## config.mk

```make
export PLATFORM = sky130hd
export DESIGN_NAME = eth_tx_arb_flat
export DESIGN_NICKNAME = d
export VERILOG_FILES = /design/src/rtl/eth_pkg.sv /design/src/rtl/eth_tx_arb_if.sv /design/src/rtl/rr_arbiter.sv /design/src/rtl/eth_tx_arb.sv /design/src/flat_wrapper.sv
export SDC_FILE = /design/constraint.sdc
export NUM_CORES = 1
export LEC_CHECK = 0
export CORE_ASPECT_RATIO = 0.9
export CORE_MARGIN = 2
export CORE_UTILIZATION = 50
export DETAILED_ROUTE_END_ITERATION = 7
export DONT_BUFFER_PORTS = 1
export PLACE_DENSITY = 0.75
export REMOVE_ABC_BUFFERS = 1
export SLEW_MARGIN = 20
export SYNTH_ARGS = -nofsm -noshare
export SYNTH_HDL_FRONTEND = slang
export SYNTH_SLANG_ARGS = --single-unit
```

## constraint.sdc

```tcl
create_clock -name Clk -period 4.2 [get_ports Clk]
set_input_delay 0.63 -clock Clk [delete_from_list [all_inputs] [get_ports Clk]]
set_output_delay 0.63 -clock Clk [all_outputs]
set_load 0.02 [all_outputs]
```

## src/rtl/eth_pkg.sv

```systemverilog
// eth_pkg: definitions shared by the Ethernet transmit/receive blocks.
//   - arb_state_e : eth_tx_arb scheduler state encoding
//   - EthMinLen / EthMaxLen / EthIfgCycles : default frame limits, also used by eth_tx and eth_rx
//   - max_u() : elaboration-time helper for sizing shared counters
package eth_pkg;

  typedef enum logic [2:0] {
    StIdle,
    StStream,
    StPad,
    StStrobe,
    StWaitStart,
    StWaitEnd,
    StIfg
  } arb_state_e;

  localparam int unsigned EthMinLen    = 46;
  localparam int unsigned EthMaxLen    = 1500;
  localparam int unsigned EthIfgCycles = 48;

  function automatic int unsigned max_u(input int unsigned a, input int unsigned b);
    return (a > b) ? a : b;
  endfunction

endpackage

```

## src/rtl/eth_tx_arb_if.sv

```systemverilog
// eth_tx_arb_if: source-side handshake and eth_tx-side byte stream of the transmit scheduler.
//   master : the scheduler (drives grants, ready, byte stream, strobe and error pulses)
//   slave  : the frame sources plus eth_tx (drive requests, bytes, Tx_Busy)
// Source i occupies Src_Byte[8i+7:8i].
interface eth_tx_arb_if #(
  parameter int unsigned NUM_SRC = 2
);
  logic [NUM_SRC-1:0]   Src_Req;
  logic [NUM_SRC-1:0]   Src_Gnt;
  logic [8*NUM_SRC-1:0] Src_Byte;
  logic [NUM_SRC-1:0]   Src_Valid;
  logic [NUM_SRC-1:0]   Src_Last;
  logic [NUM_SRC-1:0]   Src_Ready;
  logic [7:0]           Eth_Byte;
  logic                 Eth_Byte_Valid;
  logic                 Eth_Pkt_Rdy;
  logic                 Tx_Busy;
  logic                 Trunc_Err;
  logic                 Tx_Timeout;

  modport master (
    input  Src_Req, Src_Byte, Src_Valid, Src_Last, Tx_Busy,
    output Src_Gnt, Src_Ready, Eth_Byte, Eth_Byte_Valid, Eth_Pkt_Rdy, Trunc_Err, Tx_Timeout
  );

  modport slave (
    output Src_Req, Src_Byte, Src_Valid, Src_Last, Tx_Busy,
    input  Src_Gnt, Src_Ready, Eth_Byte, Eth_Byte_Valid, Eth_Pkt_Rdy, Trunc_Err, Tx_Timeout
  );
endinterface

```

## src/rtl/rr_arbiter.sv

```systemverilog
// rr_arbiter: combinational round-robin pick. Grants the first requester strictly after
// last_gnt_i, wrapping modulo NUM_SRC; the pointer itself lives in the parent.
//   req_i      : request vector
//   last_gnt_i : index of the previously granted source
//   gnt_o      : one-hot grant (zero when nobody requests)
//   gnt_idx_o  : index of the granted source
//   gnt_vld_o  : some source was granted
module rr_arbiter #(
  parameter int unsigned NUM_SRC = 2,
  parameter int unsigned IDX_W   = 1
) (
  input  logic [NUM_SRC-1:0] req_i,
  input  logic [IDX_W-1:0]   last_gnt_i,
  output logic [NUM_SRC-1:0] gnt_o,
  output logic [IDX_W-1:0]   gnt_idx_o,
  output logic               gnt_vld_o
);

  always_comb begin
    logic [IDX_W-1:0] cand;
    gnt_o     = '0;
    gnt_idx_o = '0;
    gnt_vld_o = 1'b0;
    cand      = '0;
    // off runs to NUM_SRC so the last-granted source itself is considered last
    for (int unsigned off = 1; off <= NUM_SRC; off++) begin
      cand = IDX_W'((32'(last_gnt_i) + off) % NUM_SRC);
      if (!gnt_vld_o && req_i[cand]) begin
        gnt_vld_o   = 1'b1;
        gnt_idx_o   = cand;
        gnt_o[cand] = 1'b1;
      end
    end
  end

endmodule

```

## src/rtl/eth_tx_arb.sv

```systemverilog
// eth_tx_arb: transmit-side scheduler sharing the single eth_tx byte interface between
// NUM_SRC frame sources. Grants one source round-robin, forwards its bytes (1-cycle latency),
// strobes Eth_Pkt_Rdy, waits for Tx_Busy to rise and fall, then enforces the inter-frame gap.
//   Clk, Rstn : Ethernet clock, asynchronous active-low reset
//   bus       : eth_tx_arb_if.master - Src_Req/Gnt/Byte/Valid/Last/Ready per source,
//               Eth_Byte/Eth_Byte_Valid/Eth_Pkt_Rdy towards eth_tx, Tx_Busy from eth_tx,
//               Trunc_Err (frame cut at MAX_LEN), Tx_Timeout (Tx_Busy never rose)
// Build option: define ETH_TX_ARB_PAD_EN to zero-pad frames shorter than MIN_LEN.
module eth_tx_arb
  import eth_pkg::*;
#(
  parameter int unsigned NUM_SRC     = 2,
  parameter int unsigned MAX_LEN     = EthMaxLen,
  parameter int unsigned MIN_LEN     = EthMinLen,
  parameter int unsigned IFG_CYCLES  = EthIfgCycles,
  parameter int unsigned TX_START_TO = 255
) (
  input logic         Clk,
  input logic         Rstn,
  eth_tx_arb_if.master bus
);

  localparam int unsigned IdxW = (NUM_SRC > 1) ? $clog2(NUM_SRC) : 1;
  // Padding counts up to MIN_LEN, so the counter must also cover it
  localparam int unsigned CntW = $clog2(max_u(MAX_LEN, MIN_LEN) + 1);
  localparam int unsigned TmrW = $clog2(max_u(IFG_CYCLES, TX_START_TO) + 1);

  arb_state_e         state_q, state_d;
  logic [NUM_SRC-1:0] gnt_q, gnt_d;
  logic [IdxW-1:0]    last_gnt_q, last_gnt_d;
  logic [CntW-1:0]    cnt_q, cnt_d;
  logic [TmrW-1:0]    tmr_q, tmr_d;
  logic [7:0]         byte_q, byte_d;
  logic               byte_vld_q, byte_vld_d;
  logic               pkt_rdy_q, pkt_rdy_d;
  logic               trunc_q, trunc_d;
  logic               timeout_q, timeout_d;

  logic [NUM_SRC-1:0] arb_gnt;
  logic [IdxW-1:0]    arb_idx;
  logic               arb_vld;
  logic [NUM_SRC-1:0] src_ready;
  logic [7:0]         sel_byte;
  logic               sel_last;
  logic               accept;

  rr_arbiter #(
    .NUM_SRC (NUM_SRC),
    .IDX_W   (IdxW)
  ) u_rr_arbiter (
    .req_i      (bus.Src_Req),
    .last_gnt_i (last_gnt_q),
    .gnt_o      (arb_gnt),
    .gnt_idx_o  (arb_idx),
    .gnt_vld_o  (arb_vld)
  );

  assign src_ready = (state_q == StStream) ? gnt_q : '0;
  assign accept    = |(bus.Src_Valid & src_ready);
  assign sel_last  = |(bus.Src_Last & gnt_q);

  always_comb begin
    sel_byte = 8'h00;
    for (int i = 0; i < NUM_SRC; i++) begin
      if (gnt_q[i]) sel_byte = bus.Src_Byte[8*i +: 8];
    end
  end

  always_comb begin
    state_d    = state_q;
    gnt_d      = gnt_q;
    last_gnt_d = last_gnt_q;
    cnt_d      = cnt_q;
    tmr_d      = tmr_q;
    byte_d     = 8'h00;
    byte_vld_d = 1'b0;
    pkt_rdy_d  = 1'b0;
    trunc_d    = 1'b0;
    timeout_d  = 1'b0;
    unique case (state_q)
      StIdle: begin
        if (arb_vld) begin
          gnt_d      = arb_gnt;
          last_gnt_d = arb_idx;
          cnt_d      = '0;
          state_d    = StStream;
        end
      end
      StStream: begin
        if (accept) begin
          byte_d     = sel_byte;
          byte_vld_d = 1'b1;
          cnt_d      = cnt_q + 1'b1;
          // A frame reaching MAX_LEN without Src_Last is cut here; the source sees Src_Gnt fall
          if (sel_last || (cnt_q == CntW'(MAX_LEN - 1))) begin
            trunc_d = !sel_last;
            gnt_d   = '0;
            state_d = StStrobe;
`ifdef ETH_TX_ARB_PAD_EN
            if (32'(cnt_q) + 32'd1 < MIN_LEN) state_d = StPad;
`endif
          end
        end
      end
`ifdef ETH_TX_ARB_PAD_EN
      StPad: begin
        byte_vld_d = 1'b1;
        cnt_d      = cnt_q + 1'b1;
        if (32'(cnt_q) + 32'd1 >= MIN_LEN) state_d = StStrobe;
      end
`endif
      StStrobe: begin
        // Registered, so the strobe lands one cycle after the last valid byte
        pkt_rdy_d = 1'b1;
        tmr_d     = '0;
        state_d   = StWaitStart;
      end
      StWaitStart: begin
        if (bus.Tx_Busy) begin
          state_d = StWaitEnd;
        end else if (32'(tmr_q) + 32'd1 >= TX_START_TO) begin
          timeout_d = 1'b1;
          tmr_d     = TmrW'(1);
          state_d   = StIfg;
        end else begin
          tmr_d = tmr_q + 1'b1;
        end
      end
      StWaitEnd: begin
        // The cycle Tx_Busy is first seen low is the first gap cycle
        if (!bus.Tx_Busy) begin
          tmr_d   = TmrW'(1);
          state_d = StIfg;
        end
      end
      StIfg: begin
        if (32'(tmr_q) + 32'd1 >= IFG_CYCLES) begin
          tmr_d   = '0;
          state_d = StIdle;
        end else begin
          tmr_d = tmr_q + 1'b1;
        end
      end
      default: state_d = StIdle;
    endcase
  end

  always_ff @(posedge Clk or negedge Rstn) begin
    if (!Rstn) begin
      state_q    <= StIdle;
      gnt_q      <= '0;
      last_gnt_q <= IdxW'(NUM_SRC - 1);
      cnt_q      <= '0;
      tmr_q      <= '0;
      byte_q     <= 8'h00;
      byte_vld_q <= 1'b0;
      pkt_rdy_q  <= 1'b0;
      trunc_q    <= 1'b0;
      timeout_q  <= 1'b0;
    end else begin
      state_q    <= state_d;
      gnt_q      <= gnt_d;
      last_gnt_q <= last_gnt_d;
      cnt_q      <= cnt_d;
      tmr_q      <= tmr_d;
      byte_q     <= byte_d;
      byte_vld_q <= byte_vld_d;
      pkt_rdy_q  <= pkt_rdy_d;
      trunc_q    <= trunc_d;
      timeout_q  <= timeout_d;
    end
  end

  assign bus.Src_Gnt        = gnt_q;
  assign bus.Src_Ready      = src_ready;
  assign bus.Eth_Byte       = byte_q;
  assign bus.Eth_Byte_Valid = byte_vld_q;
  assign bus.Eth_Pkt_Rdy    = pkt_rdy_q;
  assign bus.Trunc_Err      = trunc_q;
  assign bus.Tx_Timeout     = timeout_q;

endmodule

```

## src/flat_wrapper.sv

```systemverilog
// flat-port wrapper written by rule: the top's interface ports become plain ports
module eth_tx_arb_flat import eth_pkg::*;
#(
  parameter int unsigned NUM_SRC     = 2,
  parameter int unsigned MAX_LEN     = EthMaxLen,
  parameter int unsigned MIN_LEN     = EthMinLen,
  parameter int unsigned IFG_CYCLES  = EthIfgCycles,
  parameter int unsigned TX_START_TO = 255
)
  (Clk, Rstn, bus_Src_Req, bus_Src_Byte, bus_Src_Valid, bus_Src_Last, bus_Tx_Busy, bus_Src_Gnt, bus_Src_Ready, bus_Eth_Byte, bus_Eth_Byte_Valid, bus_Eth_Pkt_Rdy, bus_Trunc_Err, bus_Tx_Timeout);
  eth_tx_arb_if #(.NUM_SRC(NUM_SRC)) bus_i ();
  input logic Clk;
  input logic Rstn;
  input wire logic [$bits(bus_i.Src_Req)-1:0] bus_Src_Req;
  input wire logic [$bits(bus_i.Src_Byte)-1:0] bus_Src_Byte;
  input wire logic [$bits(bus_i.Src_Valid)-1:0] bus_Src_Valid;
  input wire logic [$bits(bus_i.Src_Last)-1:0] bus_Src_Last;
  input wire logic [$bits(bus_i.Tx_Busy)-1:0] bus_Tx_Busy;
  output wire logic [$bits(bus_i.Src_Gnt)-1:0] bus_Src_Gnt;
  output wire logic [$bits(bus_i.Src_Ready)-1:0] bus_Src_Ready;
  output wire logic [$bits(bus_i.Eth_Byte)-1:0] bus_Eth_Byte;
  output wire logic [$bits(bus_i.Eth_Byte_Valid)-1:0] bus_Eth_Byte_Valid;
  output wire logic [$bits(bus_i.Eth_Pkt_Rdy)-1:0] bus_Eth_Pkt_Rdy;
  output wire logic [$bits(bus_i.Trunc_Err)-1:0] bus_Trunc_Err;
  output wire logic [$bits(bus_i.Tx_Timeout)-1:0] bus_Tx_Timeout;
  assign bus_i.Src_Req = bus_Src_Req;
  assign bus_i.Src_Byte = bus_Src_Byte;
  assign bus_i.Src_Valid = bus_Src_Valid;
  assign bus_i.Src_Last = bus_Src_Last;
  assign bus_i.Tx_Busy = bus_Tx_Busy;
  assign bus_Src_Gnt = bus_i.Src_Gnt;
  assign bus_Src_Ready = bus_i.Src_Ready;
  assign bus_Eth_Byte = bus_i.Eth_Byte;
  assign bus_Eth_Byte_Valid = bus_i.Eth_Byte_Valid;
  assign bus_Eth_Pkt_Rdy = bus_i.Eth_Pkt_Rdy;
  assign bus_Trunc_Err = bus_i.Trunc_Err;
  assign bus_Tx_Timeout = bus_i.Tx_Timeout;
  eth_tx_arb #(.NUM_SRC(NUM_SRC), .MAX_LEN(MAX_LEN), .MIN_LEN(MIN_LEN), .IFG_CYCLES(IFG_CYCLES), .TX_START_TO(TX_START_TO)) u_core (.Clk(Clk), .Rstn(Rstn), .bus(bus_i));
endmodule
```

==> flow_metrics.py <==
metrics = {
    "layout": {
        "nNetsFinal": 252,
        "area.sequential_um2": 927,
        "fill_cells": 344,
        "antenna_cells": 0,
        "drive_gt1_frac": 0.0800,
        "area_delta_synth_final_pct": 6.76,
        "instances_no_fill": 273,
        "multi_input_area_mm2": 0.00108,
    },
    "global_routing": {
        "antenna_found_initial": 0,
        "grt_pass1_vias": 1517,
        "grt_max_degree": 38,
        "track_usage": 0.198,
        "grt_overflow": 0,
        "grt_pass1_wl_um": 7190,
    },
    "route": {
        "drtAntennaViolNets": 0,
        "routed-wl-met3_um": 259,
        "routed-wl-met2_um": 1900,
        "top_layer": "met4",
        "routed_wl_um": 4300,
        "num_vias": 1662,
        "first_iter_violations": 93,
        "drcViolationCount": 0,
        "met1_length_um": 2080,
        "viasPerCell": 6.09,
        "drt-pass1-iter-count": 4,
        "wire_per_inst_um": 15.7,
    },
    "critical_path": {
        "worstPathCellList": "ha_1, and3_1, a31oi_1, o2111a_1, a22oi_2, nor3_1, a211o_1",
        "worstPathArrival_ns": 2.48,
        "worstPathMaxFanout": 9,
        "critPathTopFamily": "compound AO/OA/AOI/OAI gates",
        "start_kind": "register",
        "criticalPathCategory": "reg2reg",
        "path_buf_inv": 0,
        "slowest_delay_ns": 0.52,
        "cp_slowest_cell": "dfrtp_1",
        "rrSetupSlack_ns": 1.91,
        "required_ns": 4.40,
        "r2r-end": "u_core.tmr_q[3]",
        "r2r.worst_path.cells": 7,
        "rr_startpoint": "u_core.tmr_q[1]",
        "cp-end-kind": "register",
    },
    "timing": {
        "setup_viol": 0,
        "fin_setup_tns_ns": 0,
        "max_freq_mhz": 437,
        "fin_ws_ns": 1.91,
        "hold_viol_final": 0,
        "report.final.slew_viol_count": 0,
        "slew_headroom": 0.381,
        "worst_pin_slew_ns": 0.925,
        "timing.final.crit_share": 0.545,
        "rsz0062_at_grt": "no",
        "clock_skew_ns": 0.0120,
        "layout_min_cycle_time_ns": 2.29,
    },
    "logic_synthesis": {
        "synth_seq_area_share": 0.443,
        "syn-mean-instance-area_um2": 9.22,
        "synth-seq-cells": 37,
        "synthFlopType": "dfrtp_1",
        "synth_adder_area_share": 0.0179,
        "async_flop_share": 1.00,
        "synth_mux_area_frac": 0.0102,
        "synth_compound_area_frac": 0.194,
        "yosysTopAreaCell": "dfrtp_1",
        "ys_types": 50,
        "synth.most_common_cell": "dfrtp_1",
        "yosys.area_share.simple": 0.259,
        "synth_top_area_frac": 0.431,
        "synth_area_mm2": 0.00209,
        "synth_edf_count": 0,
        "yosys-top-cells-count": "36 x dfrtp_1, 25 x nor2_1, 21 x nand2_1, 12 x and3_1, 11 x a21oi_1",
        "synth_xor_xnor_area_share": 0.0377,
        "syn_inst": 227,
        "netlist_top_cells_area": "dfrtp_1 43%, nor2_1 4.5%, nand2_1 3.8%, and3_1 3.6%, xor2_1 3.3%",
        "synth_top_family_by_area": "simple AND/OR/NAND/NOR gates",
        "ys_warn_count": 0,
    },
    "place": {
        "routabilityCongestion": 0.979,
        "port-buffer-count": 0,
        "dp_slack_ns": 1.96,
        "dp_cells": 263,
        "hpwl_um": 2930,
    },
    "cts": {
        "ctsHoldBuffers": 0,
        "cts_resized": 0,
        "cts.clk_slew.worst_paths_ns": 0.08,
        "worstSkewPairLatency_ns": 0.30,
        "cts_tree": "built",
        "h-tree-depth": 2,
        "numClockSinks": 37,
        "cts_setup_buffers": 0,
        "cts-buffers-inserted": 5,
        "cts-root-buf": "clkbuf_8",
        "max-clock-path-buffers": 2,
    },
    "pwr": {
        "vdd_ir_drop_max_uv": 428,
        "leakage_nw": 1.03,
        "power_density_mw_per_mm2": 529,
    },
    "die": {
        "die_area_mm2": 0.00472,
        "initial_core_util": 0.517,
        "io_pins": 41,
        "die_w_um": 72.2,
        "dieHeight_um": 65.4,
        "fp-row-count": 22,
        "fp.coreArea_mm2": 0.00405,
    },
    "hold_path": {
        "worstHoldPathType": "in2async",
    },
    "flow_run": {
        "max_cap_viol_count": 0,
    },
    "outcome": {
        "status": "completed",
    },
}
cell type report:
class / count / share of cell area
inverters: 7 / 0.0118
clock buffers: 5 / 0.0308
well taps: 48 / 0.0269
flip-flops and latches: 37 / 0.415
clock inverters: 3 / 0.0207
multi-input cells: 171 / 0.486
repair buffers: 2 / 0.00896
how the worst max path moves through the flow:
stage / start / end / slack [ns] / cells after the start
2_1_floorplan: u_core.tmr_q[1] / u_core.tmr_q[3] / 2.24 / 7
6_report: u_core.tmr_q[1] / u_core.tmr_q[3] / 1.91 / 7
5_1_grt: u_core.tmr_q[1] / u_core.tmr_q[3] / 1.76 / 7
4_1_cts: u_core.bus.Src_Gnt[1] / u_core.cnt_q[10] / 1.95 / 6
3_3_place_gp: u_core.bus.Src_Gnt[1] / u_core.cnt_q[10] / 2.02 / 6
3_5_place_dp: u_core.bus.Src_Gnt[1] / u_core.cnt_q[10] / 1.96 / 6
state kept, by name (all words and copies together) (netlist names):
register	flops
u_core.last_gnt_q	1
u_core.bus.Eth_Byte_Valid	1
u_core.bus.Src_Gnt	2
u_core.tmr_q	8
u_core.cnt_q	11
u_core.bus.Eth_Pkt_Rdy	1
u_core.bus.Tx_Timeout	1
u_core.state_q	3
u_core.bus.Eth_Byte	8
u_core.bus.Trunc_Err	1
report_power, final:
group	internal, mW	switching, mW	total [mW]
registers	0.407	0.125	0.532
logic	0.134	0.196	0.330
clock network	0.178	0.140	0.318
total	0.719	0.461	1.18
routing by layer:
layer / up-vias / global-route usage
met5: - / 0
met4: 0 / 0.0590
met3: 8 / 0.0690
met2: 57 / 0.272
met1: 792 / 0.292
li1: 805 / -
cell usage in the layout (no fill, tap or decap), types with 2 or more instances in the layout:
| cell type | count |
|---|---|
| a211o_1 | 2 |
| a21o_1 | 4 |
| a21oi_1 | 11 |
| a22oi_1 | 8 |
| a31oi_1 | 2 |
| and2_1 | 5 |
| and3_1 | 12 |
| and4_1 | 2 |
| clkbuf_8 | 5 |
| dfrtp_1 | 36 |
| dlygate4sd3_1 | 2 |
| ha_1 | 3 |
| inv_1 | 7 |
| nand2_1 | 21 |
| nand2b_1 | 4 |
| nand3_1 | 10 |
| nand3b_1 | 3 |
| nand4_1 | 4 |
| nor2_1 | 25 |
| nor2b_1 | 2 |
| nor3_1 | 6 |
| nor3_2 | 2 |
| o21a_1 | 3 |
| o21ai_0 | 9 |
| o31ai_1 | 2 |
| xor2_1 | 8 |
cells by family after synthesis:
logic type	after synthesis
and+or+nand+nor	103
AOI/OAI and AO/OA	54
DFF	37
buffers and inverters	19
xor gates and xnor gates	9
adders and majority gates	3
muxes	2
stage by stage:
stage | total power [mW] | area, um2 | hold WS (ns) | util
final | 1.18 | 2230 | 0.0200 | 0.552
after CTS | 1.17 | 2210 | 0.00996 | 0.547
after floorplan | 0.768 | 2040 | 0.334 | -
after global routing | 1.26 | 2230 | 0.00111 | 0.552
after global placement | 0.845 | 2100 | 0.336 | 0.519
after detailed placement | 0.855 | 2100 | 0.336 | 0.519
(Power assumes the default switching activity.)
